--- src/rtl/pipe_fetch_ctrl_pkg.sv ---
// Shared definitions for the fetch-stage sequencer: next-PC select codes,
// FSM state encoding, default reset/exception addresses and a PC helper.
package pipe_fetch_ctrl_pkg;

    // pcsource[1:0] encodings
    localparam logic [1:0] PCS_PC4 = 2'b00;
    localparam logic [1:0] PCS_BPC = 2'b01;
    localparam logic [1:0] PCS_RPC = 2'b10;
    localparam logic [1:0] PCS_JPC = 2'b11;

    // Default addresses
    localparam logic [31:0] RESET_PC_DEF = 32'h0000_0000;
    localparam logic [31:0] EXC_VEC_DEF  = 32'h0000_0008;

    // Fetch sequencer states
    typedef enum logic [1:0] {
        BOOT  = 2'd0,
        FETCH = 2'd1,
        WAIT  = 2'd2
    } fetch_state_e;

    // Instructions are word aligned; the two low PC bits are always zero.
    function automatic logic [31:0] word_align(input logic [31:0] addr);
        return {addr[31:2], 2'b00};
    endfunction

endpackage

--- src/rtl/pipe_fetch_ctrl_mux4x32.sv ---
// 4:1 32-bit selector used for the next-PC target (pc4/bpc/rpc/jpc).
module mux4x32 (
    input  logic [31:0] a0_i,
    input  logic [31:0] a1_i,
    input  logic [31:0] a2_i,
    input  logic [31:0] a3_i,
    input  logic [1:0]  sel_i,
    output logic [31:0] y_o
);

    // Plain select; every code maps to one input so no default hazard exists
    always_comb begin
        y_o = a0_i;
        case (sel_i)
            2'b00:   y_o = a0_i;
            2'b01:   y_o = a1_i;
            2'b10:   y_o = a2_i;
            default: y_o = a3_i;
        endcase
    end

endmodule

--- src/rtl/pipe_fetch_ctrl.sv ---
// Fetch-stage sequencer: owns the PC, selects the next PC, handles load-use
// stalls and a variable-latency instruction-memory handshake, and buffers a
// redirect that arrives while the current fetch cannot complete.
// Optional feature macro: PIPE_FETCH_EXC_EN enables the exception path
// (pcsource[2], exc_pc, EXC_VEC redirect and the epc register).
module pipe_fetch_ctrl
    import pipe_fetch_ctrl_pkg::*;
#(
    parameter logic [31:0] RESET_PC = RESET_PC_DEF,
    parameter logic [31:0] EXC_VEC  = EXC_VEC_DEF
) (
    input  logic        clk,
    input  logic        clrn,
    input  logic [2:0]  pcsource,
    input  logic [31:0] bpc,
    input  logic [31:0] rpc,
    input  logic [31:0] jpc,
    input  logic [31:0] exc_pc,
    input  logic        stall,
    input  logic        imem_rdy,
    output logic [31:0] pc,
    output logic [31:0] pc4,
    output logic        imem_req,
    output logic        if_valid,
    output logic [31:0] epc
);

    fetch_state_e state_q, state_d;
    logic [31:0]  pc_q, pc_d;
    logic         pending_q, pending_d;
    logic [31:0]  pend_pc_q, pend_pc_d;
    logic [31:0]  target;
    logic         exc_req;
    logic         not_boot;
    logic         advance;

`ifdef PIPE_FETCH_EXC_EN
    logic [31:0]  epc_q, epc_d;

    assign exc_req = pcsource[2];
    assign epc     = epc_q;
`else
    logic [32:0]  unused_exc;

    // Exception inputs have no function in this build
    assign unused_exc = {pcsource[2], exc_pc};
    assign exc_req    = 1'b0;
    assign epc        = 32'h0000_0000;
`endif

    assign pc       = pc_q;
    assign pc4      = pc_q + 32'd4;
    assign not_boot = (state_q != BOOT);
    assign advance  = imem_rdy & ~stall & not_boot;
    // A fetch is squashed while a buffered redirect waits or an exception enters
    assign if_valid = imem_rdy & ~stall & ~pending_q & ~exc_req & not_boot;

    // Target select shared by the direct PC update and the redirect buffer
    mux4x32 u_target_mux (
        .a0_i  (pc4),
        .a1_i  (bpc),
        .a2_i  (rpc),
        .a3_i  (jpc),
        .sel_i (pcsource[1:0]),
        .y_o   (target)
    );

    // FSM next state and fetch request
    always_comb begin
        state_d  = state_q;
        imem_req = 1'b0;
        case (state_q)
            BOOT: begin
                state_d = FETCH;
            end
            FETCH: begin
                imem_req = 1'b1;
                if (!imem_rdy) state_d = WAIT;
            end
            WAIT: begin
                imem_req = 1'b1;
                if (imem_rdy) state_d = FETCH;
            end
            default: begin
                state_d = BOOT;
            end
        endcase
    end

    // Next-PC priority: exception, buffered redirect, live select, capture, hold
    always_comb begin
        pc_d      = pc_q;
        pending_d = pending_q;
        pend_pc_d = pend_pc_q;
`ifdef PIPE_FETCH_EXC_EN
        epc_d     = epc_q;
`endif
        if (exc_req) begin
            pc_d      = EXC_VEC;
            pending_d = 1'b0;
`ifdef PIPE_FETCH_EXC_EN
            epc_d     = exc_pc;
`endif
        end else if (advance && pending_q) begin
            pc_d      = pend_pc_q;
            pending_d = 1'b0;
        end else if (advance) begin
            pc_d      = word_align(target);
        end else if ((pcsource[1:0] != PCS_PC4) && !pending_q) begin
            // ID only presents a redirect once, so remember it until the fetch completes
            pend_pc_d = word_align(target);
            pending_d = 1'b1;
        end
    end

    // Control and PC state, cleared asynchronously so a reset aborts any wait
    always_ff @(posedge clk or negedge clrn) begin
        if (!clrn) begin
            state_q   <= BOOT;
            pc_q      <= RESET_PC;
            pending_q <= 1'b0;
        end else begin
            state_q   <= state_d;
            pc_q      <= pc_d;
            pending_q <= pending_d;
        end
    end

`ifdef PIPE_FETCH_EXC_EN
    // Exception PC capture
    always_ff @(posedge clk or negedge clrn) begin
        if (!clrn) begin
            epc_q <= 32'h0000_0000;
        end else begin
            epc_q <= epc_d;
        end
    end
`endif

    // Buffered redirect target; only meaningful while pending_q is set
    always_ff @(posedge clk) begin
        pend_pc_q <= pend_pc_d;
    end

endmodule

--- config.mk ---
export PLATFORM = sky130hd
export DESIGN_NAME = pipe_fetch_ctrl
export DESIGN_NICKNAME = d
export VERILOG_FILES = /design/src/rtl/pipe_fetch_ctrl_pkg.sv /design/src/rtl/pipe_fetch_ctrl_mux4x32.sv /design/src/rtl/pipe_fetch_ctrl.sv
export SDC_FILE = /design/constraint.sdc
export NUM_CORES = 1
export LEC_CHECK = 0
export ABC_AREA = 1
export CAP_MARGIN = 20
export CELL_PAD_IN_SITES_DETAIL_PLACEMENT = 1
export CELL_PAD_IN_SITES_GLOBAL_PLACEMENT = 1
export CORE_MARGIN = 2
export CORE_UTILIZATION = 25
export DETAILED_ROUTE_END_ITERATION = 7
export GPL_ROUTABILITY_DRIVEN = 0
export HOLD_SLACK_MARGIN = 0.12
export PLACE_DENSITY = 0.86
export RECOVER_POWER = 50
export SKIP_LAST_GASP = 1
export SLEW_MARGIN = 10
export SYNTH_ARGS = -nofsm -noshare
export SYNTH_HDL_FRONTEND = slang
export SYNTH_SLANG_ARGS = --single-unit
export TNS_END_PERCENT = 50
--- constraint.sdc ---
create_clock -name clk -period 3.7 [get_ports clk]
set_clock_uncertainty 0.2 [all_clocks]
set_input_delay 1.11 -clock clk [delete_from_list [all_inputs] [get_ports clk]]
set_output_delay 1.11 -clock clk [all_outputs]
set_load 0.05 [all_outputs]
==> reports/results.txt, run 1 <==
first-pass GRT wire length: 27200 microns
clock power share: 16.0%
period utilization: 97.2%
Leak: 2.95 nW
vias in the first global route: 4900
drt total wl: 17200 microns
Synth area leaders: nand2_1, edfxtp_1, dfrtp_1, nand3_1, buf_4
Final Max Slew Viols: 34
TNS Setup: 0 ps
die area: 0.0198 sq mm
Synth warnings: 0
GR Overflow Total: 0
Post-Place Cells: 1039
Mapped Avg Cell Area: 7.06 sq um
Synth top area share: 21.7%
Yosys cell types: 35
io pins: 233
MaxCap Viol Count: 1
Final Hold Fails: 0
slew margin rel.: -40.1%
Vias/cell: 4.47
CP Max Fanout: 2
maximum vdd ir drop: 233 uV
CTS clk-pin slew, worst paths: 60 ps
Initial Util: 25.7%
Hold Crit Class: reg -> reg
# fillers: 2272
initial antenna violation count: 1
pre-CTS setup slack: 59.2 ps
clk sinks: 63
PortBufs: 157
WP data arrival: 2290 ps
DRC viols: 0
Power per Cell Area: 776 mW/mm^2
Comb pwr share: 59.5%
Yosys top cell by area: nand2_1
hold buffer count at cts: 0
Cells after Synth: 661
P_sw: 2.71 mW
violated checks: capacitance limit, slew limit
worst-case clock buffer depth: 2
share of the yosys chip area belonging to registers: 37.0%
Hold WS: 272 ps
Worst Setup Start Kind: input pin
Required @ worst endpoint: 2390 ps
die span in y: 141 microns
mapped cell area: 0.00467 sq mm
RSZ-0062 raised after global routing: no
core area: 0.0181 sq mm
area of the multi-input gates: 0.00237 sq mm
Critical Path Sink Type: primary output
sw frac: 52.7%
Nets: 960
Max Fclk: 278 MHz
post-CTS setup buffer count: 0
largest net degree at the start of global routing: 34
antenna diode count: 0
critical path class: in -> out
shortest period the worst path allows: 3600 ps
status: complete, but fails checks
TritonCTS clock tree: yes
Post-DRT Antenna Nets: 0
total track usage: 17.6%
Worst Max-Slew Pin Slew: 2100 ps
Clk Latency, worst-skew pair: 330 ps
Top FF cell, synth: dfrtp_1
Async S/R FF share, synth: 52.4%
Setup-failing EPs final: 0
first drt pass iteration count: 4
internal power: 2.43 mW
H-tree Lvls: 3
number of synthesized flops with an enable pin: 30
CTS buffer count: 9
setup ws final: 102 ps
vias post-DR: 4713
row count: 49
Synth Register Bits: 63
DRT iter0 DRCs: 271
Sequential Area: 0.00173 sq mm
layout cells sized above 1: 11.0%
register share of total power: 24.6%
average wire per standard cell: 16.3 microns
CTS root buffer: clkbuf_16
DIE WIDTH: 141 microns
DPL Wire Length: 13600 microns
Non-Filler Instances: 1055
growth of design area from synthesis to finish: 41.9%
[final timing paths]
| check | startpoint | endpoint | slack (ps) | cells past startpoint |
|---|---|---|---|---|
| worst max-delay path | imem_rdy | if_valid | 100 | 6 |
| worst min-delay path | pend_pc_q[8] | pc[8] | 270 | 2 |
| worst max register to register | state_q[1] | pend_pc_q[28] | 1240 | 6 |
| worst min register to register | pend_pc_q[8] | pc[8] | 270 | 2 |
| max in group asynchronous | clrn | pc[12] | 910 | 1 |
| min in group asynchronous | clrn | pc[2] | 1190 | 1 |
[power by group through the flow]
stage,clock network [mW],registers (mW),logic (mW)
global route,0.868,1.29,3.24
finish,0.821,1.26,3.06
CTS,0.836,1.26,3.10
global placement,0,1.27,3.04
detailed placement,0,1.27,3.09
floorplan,0,1.73,1.51
[sequential cells by signal (all words and copies together), names as in the netlist]
signal,cells
pend_pc_q,30
state_q,2
pc,30
pending_q,1
[cells in the mapped netlist, drive strengths merged, types with 2 or more instances]
cell,n
nand3,72
inv,73
nor3,2
ha,4
buf,44
nand3b,8
nor2,46
nand2,279
edfxtp,30
o211ai,2
a22o,5
xor2,8
and2,5
o21bai,2
dfrtp,33
nand4,7
xnor2,2
o21ai,18
clkbuf,15
[what timing repair did]
| action | in CTS | in global routing |
|---|---|---|
| hold endpoints to repair | 0 | 0 |
| endpoints found under the setup margin | 0 | 1 |
| resized for setup | 0 | 1 |
[metal layers]
layer	track usage [%]	up-vias	share of wire [%]
met5	0	-	0
met4	4.89	0	1.5
met3	3.09	13	5.3
met2	30.2	129	48
met1	22.9	2256	45
li1	-	2315	-
[stage by stage]
step           cell area, sq um  utilization [%]  power, mW
6_report                   6620             36.5       5.14
5_1_grt                    6620             36.5       5.40
4_1_cts                    6700             36.9       5.20
3_5_place_dp               6410             35.3       4.36
3_3_place_gp               6410             35.3       4.31
2_1_floorplan              4800                -       3.24
[critical path, cell delays in order]
cell	delay, ps
clkdlybuf4s50_1	510
inv_2	60
nor3_4	160
inv_2	60
nor2_2	210
buf_12	180
[placed cells by master, fill, tap and decap left out, drive strengths merged]
master	count
clkdlybuf4s50	125
a21oi	1
nor3	2
xor2	8
nand2	279
nand3b	8
bufinv	1
inv	73
buf	37
o2111ai	1
dfrtp	33
nor2	46
edfxtp	30
clkinv	4
conb	36
nand3	72
clkinvlp	2
a22o	5
o21bai	2
dlygate4sd3	5
o211ai	2
mux2i	1
and2	5
xnor2	2
nand4	7
o21ai	18
a221oi	1
clkbuf	15
dlymetal6s2s	1
ha	4
[cell families (layout without fill, tap and decap cells)]
group | after synthesis | count (layout) | synth area share [%]
muxes | 1 | 1 | 0.214
other | 1 | 36 | 0.0803
buffers and inverters | 133 | 263 | 14.3
xor gates and xnor gates | 10 | 10 | 2.84
DFF | 63 | 63 | 37.0
adders and majority gates | 4 | 4 | 1.07
and+or+nand+nor | 419 | 419 | 40.5
AOI/OAI and AO/OA | 30 | 30 | 4.02
[area by class of cell]
type	count	area share [%]
clock buffer	9	3.40
clock inverter	7	0.963
sequential	63	26.1
multi-input combinational	500	35.7
tap	229	4.33
timing repair buffer	174	25.4
inverter	73	4.14
Power figures use the tool's default switching activity.
==> inputs of run 2 (changes only) <==
- TNS_END_PERCENT: 50 -> 10
==> results of run 2 <==
Same layout as run 1: the final DEF is identical, and so are final timing and power.
